--- config.mk ---
export PLATFORM = sky130hd
export DESIGN_NAME = mem_stage_ctrl
export DESIGN_NICKNAME = d
export VERILOG_FILES = /design/src/rtl/mem_stage_ctrl.sv
export SDC_FILE = /design/constraint.sdc
export NUM_CORES = 1
export LEC_CHECK = 0
export CAP_MARGIN = 20
export CORE_ASPECT_RATIO = 0.5
export CORE_MARGIN = 2
export CORE_UTILIZATION = 40
export DETAILED_ROUTE_END_ITERATION = 10
export PLACE_DENSITY_LB_ADDON = 0.3
export SLEW_MARGIN = 15
export SYNTH_ARGS = -nofsm -noshare
export SYNTH_HDL_FRONTEND = slang
export SYNTH_SLANG_ARGS = --single-unit
--- constraint.sdc ---
create_clock -name clk -period 4.5 [get_ports clk]
set_clock_uncertainty 0.15 [all_clocks]
set_input_delay 0.45 -clock clk [delete_from_list [all_inputs] [get_ports clk]]
set_output_delay 0.45 -clock clk [all_outputs]
set_load 0.02 [all_outputs]
--- src/rtl/mem_stage_ctrl.sv ---
// -----------------------------------------------------------------------------
// mem_stage_ctrl
//
// MEM-stage controller sitting behind the EX/MEM pipeline latch. It launches a
// registered req/ack data-memory access for loads and stores, stalls the
// upstream pipeline while the access is outstanding, and loads the MEM/WB
// register when the stage retires (immediately for non-memory ops, on ack for
// memory ops).
//
// Optional feature macro: MEM_TIMEOUT_EN
//   Defined   -> a BUSY-cycle counter aborts an access that sees no ack within
//                TIMEOUT BUSY cycles and raises the sticky mem_err flag.
//   Undefined -> BUSY waits indefinitely for ack; mem_err is tied to 0.
//
// Ports:
//   clk, rst                    clock (rising edge), synchronous active-high reset
//   mem_write_reg/mem_read_reg  latched store / load enables (store wins if both)
//   reg_write_reg               latched writeback enable
//   alu_result_reg              latched ALU result, also the memory address
//   write_data_reg              latched store data
//   rd_reg                      latched destination register
//   dmem_req/we/addr/wdata      registered memory request
//   dmem_rdata, dmem_ack        memory read data and one-cycle completion
//   stall                       combinational freeze of EX/MEM and earlier stages
//   wb_*                        MEM/WB register fields
//   mem_err                     sticky access-timeout flag
// -----------------------------------------------------------------------------
module mem_stage_ctrl #(
    parameter int ADDR_W  = 32,
    parameter int DATA_W  = 32,
    parameter int REG_W   = 5,
    parameter int TIMEOUT = 16
) (
    input  logic              clk,
    input  logic              rst,
    input  logic              mem_write_reg,
    input  logic              mem_read_reg,
    input  logic              reg_write_reg,
    input  logic [ADDR_W-1:0] alu_result_reg,
    input  logic [DATA_W-1:0] write_data_reg,
    input  logic [REG_W-1:0]  rd_reg,
    output logic              dmem_req,
    output logic              dmem_we,
    output logic [ADDR_W-1:0] dmem_addr,
    output logic [DATA_W-1:0] dmem_wdata,
    input  logic [DATA_W-1:0] dmem_rdata,
    input  logic              dmem_ack,
    output logic              stall,
    output logic              wb_reg_write,
    output logic              wb_mem_to_reg,
    output logic [REG_W-1:0]  wb_rd,
    output logic [DATA_W-1:0] wb_read_data,
    output logic [ADDR_W-1:0] wb_alu_result,
    output logic              mem_err
);

    localparam logic [0:0] IDLE = 1'b0;
    localparam logic [0:0] BUSY = 1'b1;

    logic [0:0] state;
    logic       access;
    logic       busy;
    logic       abort;

    assign access = mem_write_reg | mem_read_reg;
    assign busy   = (state == BUSY);

    // An abort point at count TIMEOUT-1 only makes sense for TIMEOUT >= 2.
    if (TIMEOUT < 2) begin : g_timeout_below_two
    end

`ifdef MEM_TIMEOUT_EN
    localparam int CNT_W = (TIMEOUT > 2) ? $clog2(TIMEOUT) : 1;

    logic [CNT_W-1:0] busy_cnt;

    // Abort in the TIMEOUT-th BUSY cycle without ack; an ack in that cycle wins.
    assign abort = busy & ~dmem_ack & (busy_cnt == CNT_W'(TIMEOUT - 1));

    always_ff @(posedge clk) begin
        if (rst) begin
            busy_cnt <= '0;
            mem_err  <= 1'b0;
        end else begin
            if (!busy)
                busy_cnt <= '0;
            else if (!dmem_ack)
                busy_cnt <= busy_cnt + 1'b1;
            if (abort)
                mem_err <= 1'b1;
        end
    end
`else
    assign abort   = 1'b0;
    assign mem_err = 1'b0;
`endif

    // Stall while a new access is detected in IDLE or an access is still
    // outstanding; the retire cycle (ack or abort) releases the pipeline so the
    // EX/MEM latch advances on the same edge that loads MEM/WB.
    assign stall = ~rst & ((~busy & access) | (busy & ~dmem_ack & ~abort));

    // NOTE: state registers use non-blocking assignments so every flop samples
    // pre-edge values regardless of statement order.
    always_ff @(posedge clk) begin
        if (rst) begin
            state         <= IDLE;
            dmem_req      <= 1'b0;
            dmem_we       <= 1'b0;
            dmem_addr     <= '0;
            dmem_wdata    <= '0;
            wb_reg_write  <= 1'b0;
            wb_mem_to_reg <= 1'b0;
            wb_rd         <= '0;
            wb_read_data  <= '0;
            wb_alu_result <= '0;
        end else begin
            case (state)
                IDLE: begin
                    if (access) begin
                        // Store has priority: dmem_we follows mem_write_reg.
                        state         <= BUSY;
                        dmem_req      <= 1'b1;
                        dmem_we       <= mem_write_reg;
                        dmem_addr     <= alu_result_reg;
                        dmem_wdata    <= write_data_reg;
                        wb_reg_write  <= 1'b0;
                        wb_mem_to_reg <= 1'b0;
                    end else begin
                        wb_reg_write  <= reg_write_reg;
                        wb_mem_to_reg <= 1'b0;
                        wb_rd         <= rd_reg;
                        wb_alu_result <= alu_result_reg;
                    end
                end
                BUSY: begin
                    if (dmem_ack) begin
                        state         <= IDLE;
                        dmem_req      <= 1'b0;
                        wb_reg_write  <= reg_write_reg & ~dmem_we;
                        wb_mem_to_reg <= ~dmem_we;
                        wb_rd         <= rd_reg;
                        wb_alu_result <= alu_result_reg;
                        if (!dmem_we)
                            wb_read_data <= dmem_rdata;
                    end else begin
                        if (abort) begin
                            state    <= IDLE;
                            dmem_req <= 1'b0;
                        end
                        wb_reg_write  <= 1'b0;
                        wb_mem_to_reg <= 1'b0;
                    end
                end
                default: state <= IDLE;
            endcase
        end
    end

endmodule

# --- After elaboration in Yosys (flattened, before gate mapping) ---
# Cells that the tools add are included.
op_classes:
  n_addsub: 0
  shift: 0
  n_mux: 17
  n_eq_ne: 3
  magnitude_cmp: 0
  bitwise_logic: 10
  n_div: 0
  mul: 0
  reduce_logical: 4
op_table:
  columns: ["cell", "count"]
  rows:
  - ["$mux 32", 2]
  - ["$pmux 32 s2", 1]
  - ["$mux 5", 2]
  - ["$pmux 5 s2", 1]
  - ["$pmux 1 s2", 4]
  - ["$mux 1", 7]
  - ["$ne 2x2->1 const B", 3]
  - ["$reduce_and 2->1", 3]
  - ["$and 1x1->1", 4]
  - ["$not 1->1", 4]
  - ["$reduce_and 3->1", 1]
  - ["$or 1x1->1", 2]
totals:
  latchBits: 0
  rom_bits: 0
  wordCells: 44
  ramBits: 0
  reg_bits: 138
  n_memories: 0

# --- Logic depth before layout (Yosys ltp) ---
logic_depth:
  word_depth: 4
  mapped_depth: 5
  ltp_nobuf: 3

# --- Least setup slack after synthesis ---
# No wires, ideal clock.
synth_timing:
  path_type: "input -> output"
  start: "in mem_write_reg"
  end: "out stall"
  path_stages: 5
  arrival_ns: 1.319
  setup_slack_ns: 2.581
  required_time_ns: 3.900
  n_path_buf: 2
  path_cell_list: "or3_4 -> nand2_4 -> buf_6 -> buf_12 -> inv_1"
synth_via:
  elab_chain_cells: 4
synth_lines:
  columns: ["item", "line", "source"]
  rows:
  - ["from (decl)", "36", "input logic mem_write_reg,"]
  - ["$or 1x1->1", "65", "assign access = mem_write_reg | mem_read_reg;"]
  - ["$and 1x1->1", "101", "assign stall = ~rst & ((~busy & access) | (busy & ~dmem_ack & ~abort));"]
  - ["$or 1x1->1", "101", null]
  - ["$and 1x1->1", "101", null]
  - ["to (decl)", "48", "output logic stall,"]
# No other way between the ends.

# --- Worst setup path in the final report ---
# Same ends and word-level chain as after synthesis.

==> run_results.csv <==
group,metric,value,unit
logic_synthesis,ys_seq_area_share,54.0,%
pwr,clockPowerShare,40.7,%
sta,finalSetupViolCount,0,
clocking,root_buffer,"clkbuf_16",
logic_synthesis,synth_seq_cells,138,
logic_synthesis,synthTopCellsByArea,"dfxtp_1 (54%), nand2_1 (14%), a21oi_1 (9.6%)",
global_routing,grt_pass1_wl,22.0,mm
pwr,p_leak,3.04,nW
pwr,ir_worst_vdd,256,µV
sta,fmax,370,MHz
final_layout,syn_to_final_growth,59.7,%
logic_synthesis,synth_nets,669,
sta,tns,0,ps
critical_path,worst-setup-path-type,"in -> out",
final_layout,final_nets,895,
min_path,hold_path.class,"reg -> reg",
sta,tightest_slew,928,ps
pwr,intPower,2.58,mW
global_routing,grt_max_degree,88,
sta,fin_hold_ws,301,ps
pwr,seqPwrFrac,39.5,%
logic_synthesis,synth_top_area_share,54.0,%
place,placed_area,7560,µm²
clocking,cts_sinks,138,
route,drt-total-wl,14.0,mm
clocking,cts_resized,0,
pwr,swShare,26.0,%
pwr,switchingPower,0.905,mW
clocking,clock_path_buffers,2,
sta,slew_violations,0,
clocking,clkTransAtPathRegs,60,ps
status,outcome,"finished clean",
global_routing,grt_pass1_vias,4393,
route,ant_nets,0,
die,core-area,12600,µm²
die,die_area,13800,µm²
clocking,htreeDepth,4,
critical_path,start_kind,"input pin",
die,dieHeight,84.0,µm
die,rows,29,
clocking,postCtsSetupRepairBufs,0,
route,first_iter_violations,280,
die,initial_core_util,40.6,%
route,vias,4581,
route,drcViolationCount,0,
route,wire_per_inst,14.4,µm
sta,fin_crit_sh,60.1,%
logic_synthesis,synth_area_per_cell,9.10,µm²
place,portBuffers,244,
sta,finalHoldViolations,0,
route,dr.pass1.iters,4,
final_layout,postLayoutCellArea,8170,µm²
die,dieWidth,164,µm
critical_path,path_max_fanout,4,
global_routing,antenna_found_initial,0,
sta,maxSlewHeadroom,38.1,%
clocking,hold_buffers,0,
die,ios,246,
logic_synthesis,ys_warn_count,0,
critical_path,arrival,2100,ps
pwr,comb_power_share,19.7,%
final_layout,antenna_cells,0,
logic_synthesis,synth_area,5110,µm²
critical_path,setup.worst_path.end_class,"primary output",
critical_path,required,3900,ps
global_routing,track_usage,20.1,%
clocking,numCtsBuffers,17,
place,dp_hpwl,9.43,mm
logic_synthesis,ys_types,23,
job,maxCapViolCount,0,
place,gp_congestion,0.768,
final_layout,layout_commonest_cell,"clkdlybuf4s50_1",
final_layout,fin_cells,971,
sta,rsz0062_at_grt,"no",
clocking,cts_tree,"done",
global_routing,grt_remaining_overflow,0,
final_layout,drive_gt1_share,9.11,%
route,via_per_inst,4.72,
sta,fin_crit,2700,ps
clocking,clk-insertion-delay-late,400,ps
pwr,p_per_area,427,nW/µm²
logic_synthesis,syn_inst,562,
final_layout,final_cell_mix,"clkdlybuf4s50_1 (243), nand2_1 (193), dfxtp_1 (138)",
logic_synthesis,yosysTopAreaCell,"dfxtp_1",
place,dpl.cell_count,939,
==> worst max-delay path, cell delays in order <==
cell	delay [ps]
clkdlybuf4s50_1	500
or3_4	480
nand2_4	80
inv_1	40
clkdlybuf4s50_1	550
==> final timing paths <==
| path | startpoint | to | slack, ps | depth (start not counted) |
|---|---|---|---|---|
| setup / recovery | mem_write_reg | stall | 1800 | 5 |
| hold / removal | wb_read_data[27] | wb_read_data[27] | 300 | 2 |
| setup reg to reg | busy | dmem_addr[21] | 2380 | 4 |
| hold reg to reg | wb_read_data[27] | wb_read_data[27] | 300 | 2 |
==> synth_stat cells, drive strengths merged <==
cell / count
and3b: 1
conb: 1
nand3b: 1
dfxtp: 138
mux2i: 1
nor2: 2
o21a: 1
nand2: 195
inv: 2
a21oi: 98
nand2b: 38
a2bb2oi: 37
or3: 1
o21ba: 1
clkbuf: 17
buf: 27
o21bai: 1
==> final cells by class <==
| type | instances | area [µm²] |
|---|---|---|
| Tap cell | 170 | 213 |
| Inverter | 2 | 7.51 |
| Fill cell | 1029 | 4420 |
| Timing Repair Buffer | 251 | 2500 |
| Clock inverter | 11 | 144 |
| Multi-Input combinational cell | 378 | 2080 |
| Sequential cell | 138 | 2760 |
| Clock buffer | 21 | 460 |
==> routing by layer <==
layer / share of wire, % / track usage, % / up-vias
li1: - / - / 2300
met1: 42 / 23.9 / 2110
met2: 49 / 34.3 / 145
met3: 5.8 / 5.27 / 26
met4: 2.3 / 8.69 / 0
met5: 0 / 0 / -
==> per-stage QoR <==
stage | util, % | setup WS, ps | power [mW]
after global routing | 64.9 | 1740 | 3.63
after global placement | 60.0 | 1810 | 2.09
after detailed placement | 60.1 | 1760 | 2.10
final | 64.9 | 1800 | 3.49
after floorplan | - | 2580 | 1.77
after CTS | 64.9 | 1790 | 3.53
==> power by group through the flow <==
stage	logic (mW)	registers, mW	clock network [mW]
final	0.688	1.38	1.42
after global routing	0.731	1.39	1.50
after CTS	0.696	1.38	1.45
after detailed placement	0.693	1.40	0
after global placement	0.685	1.40	0
after floorplan	0.249	1.52	0
==> cells by family after synthesis <==
kind of cell	Yosys count	share of synthesized area, %
simple gates	238	20.1
flops	138	54.0
buf+inv	46	5.53
other cells	1	0.0733
compound gates	138	20.1
mux	1	0.196
(Power assumes the default switching activity.)
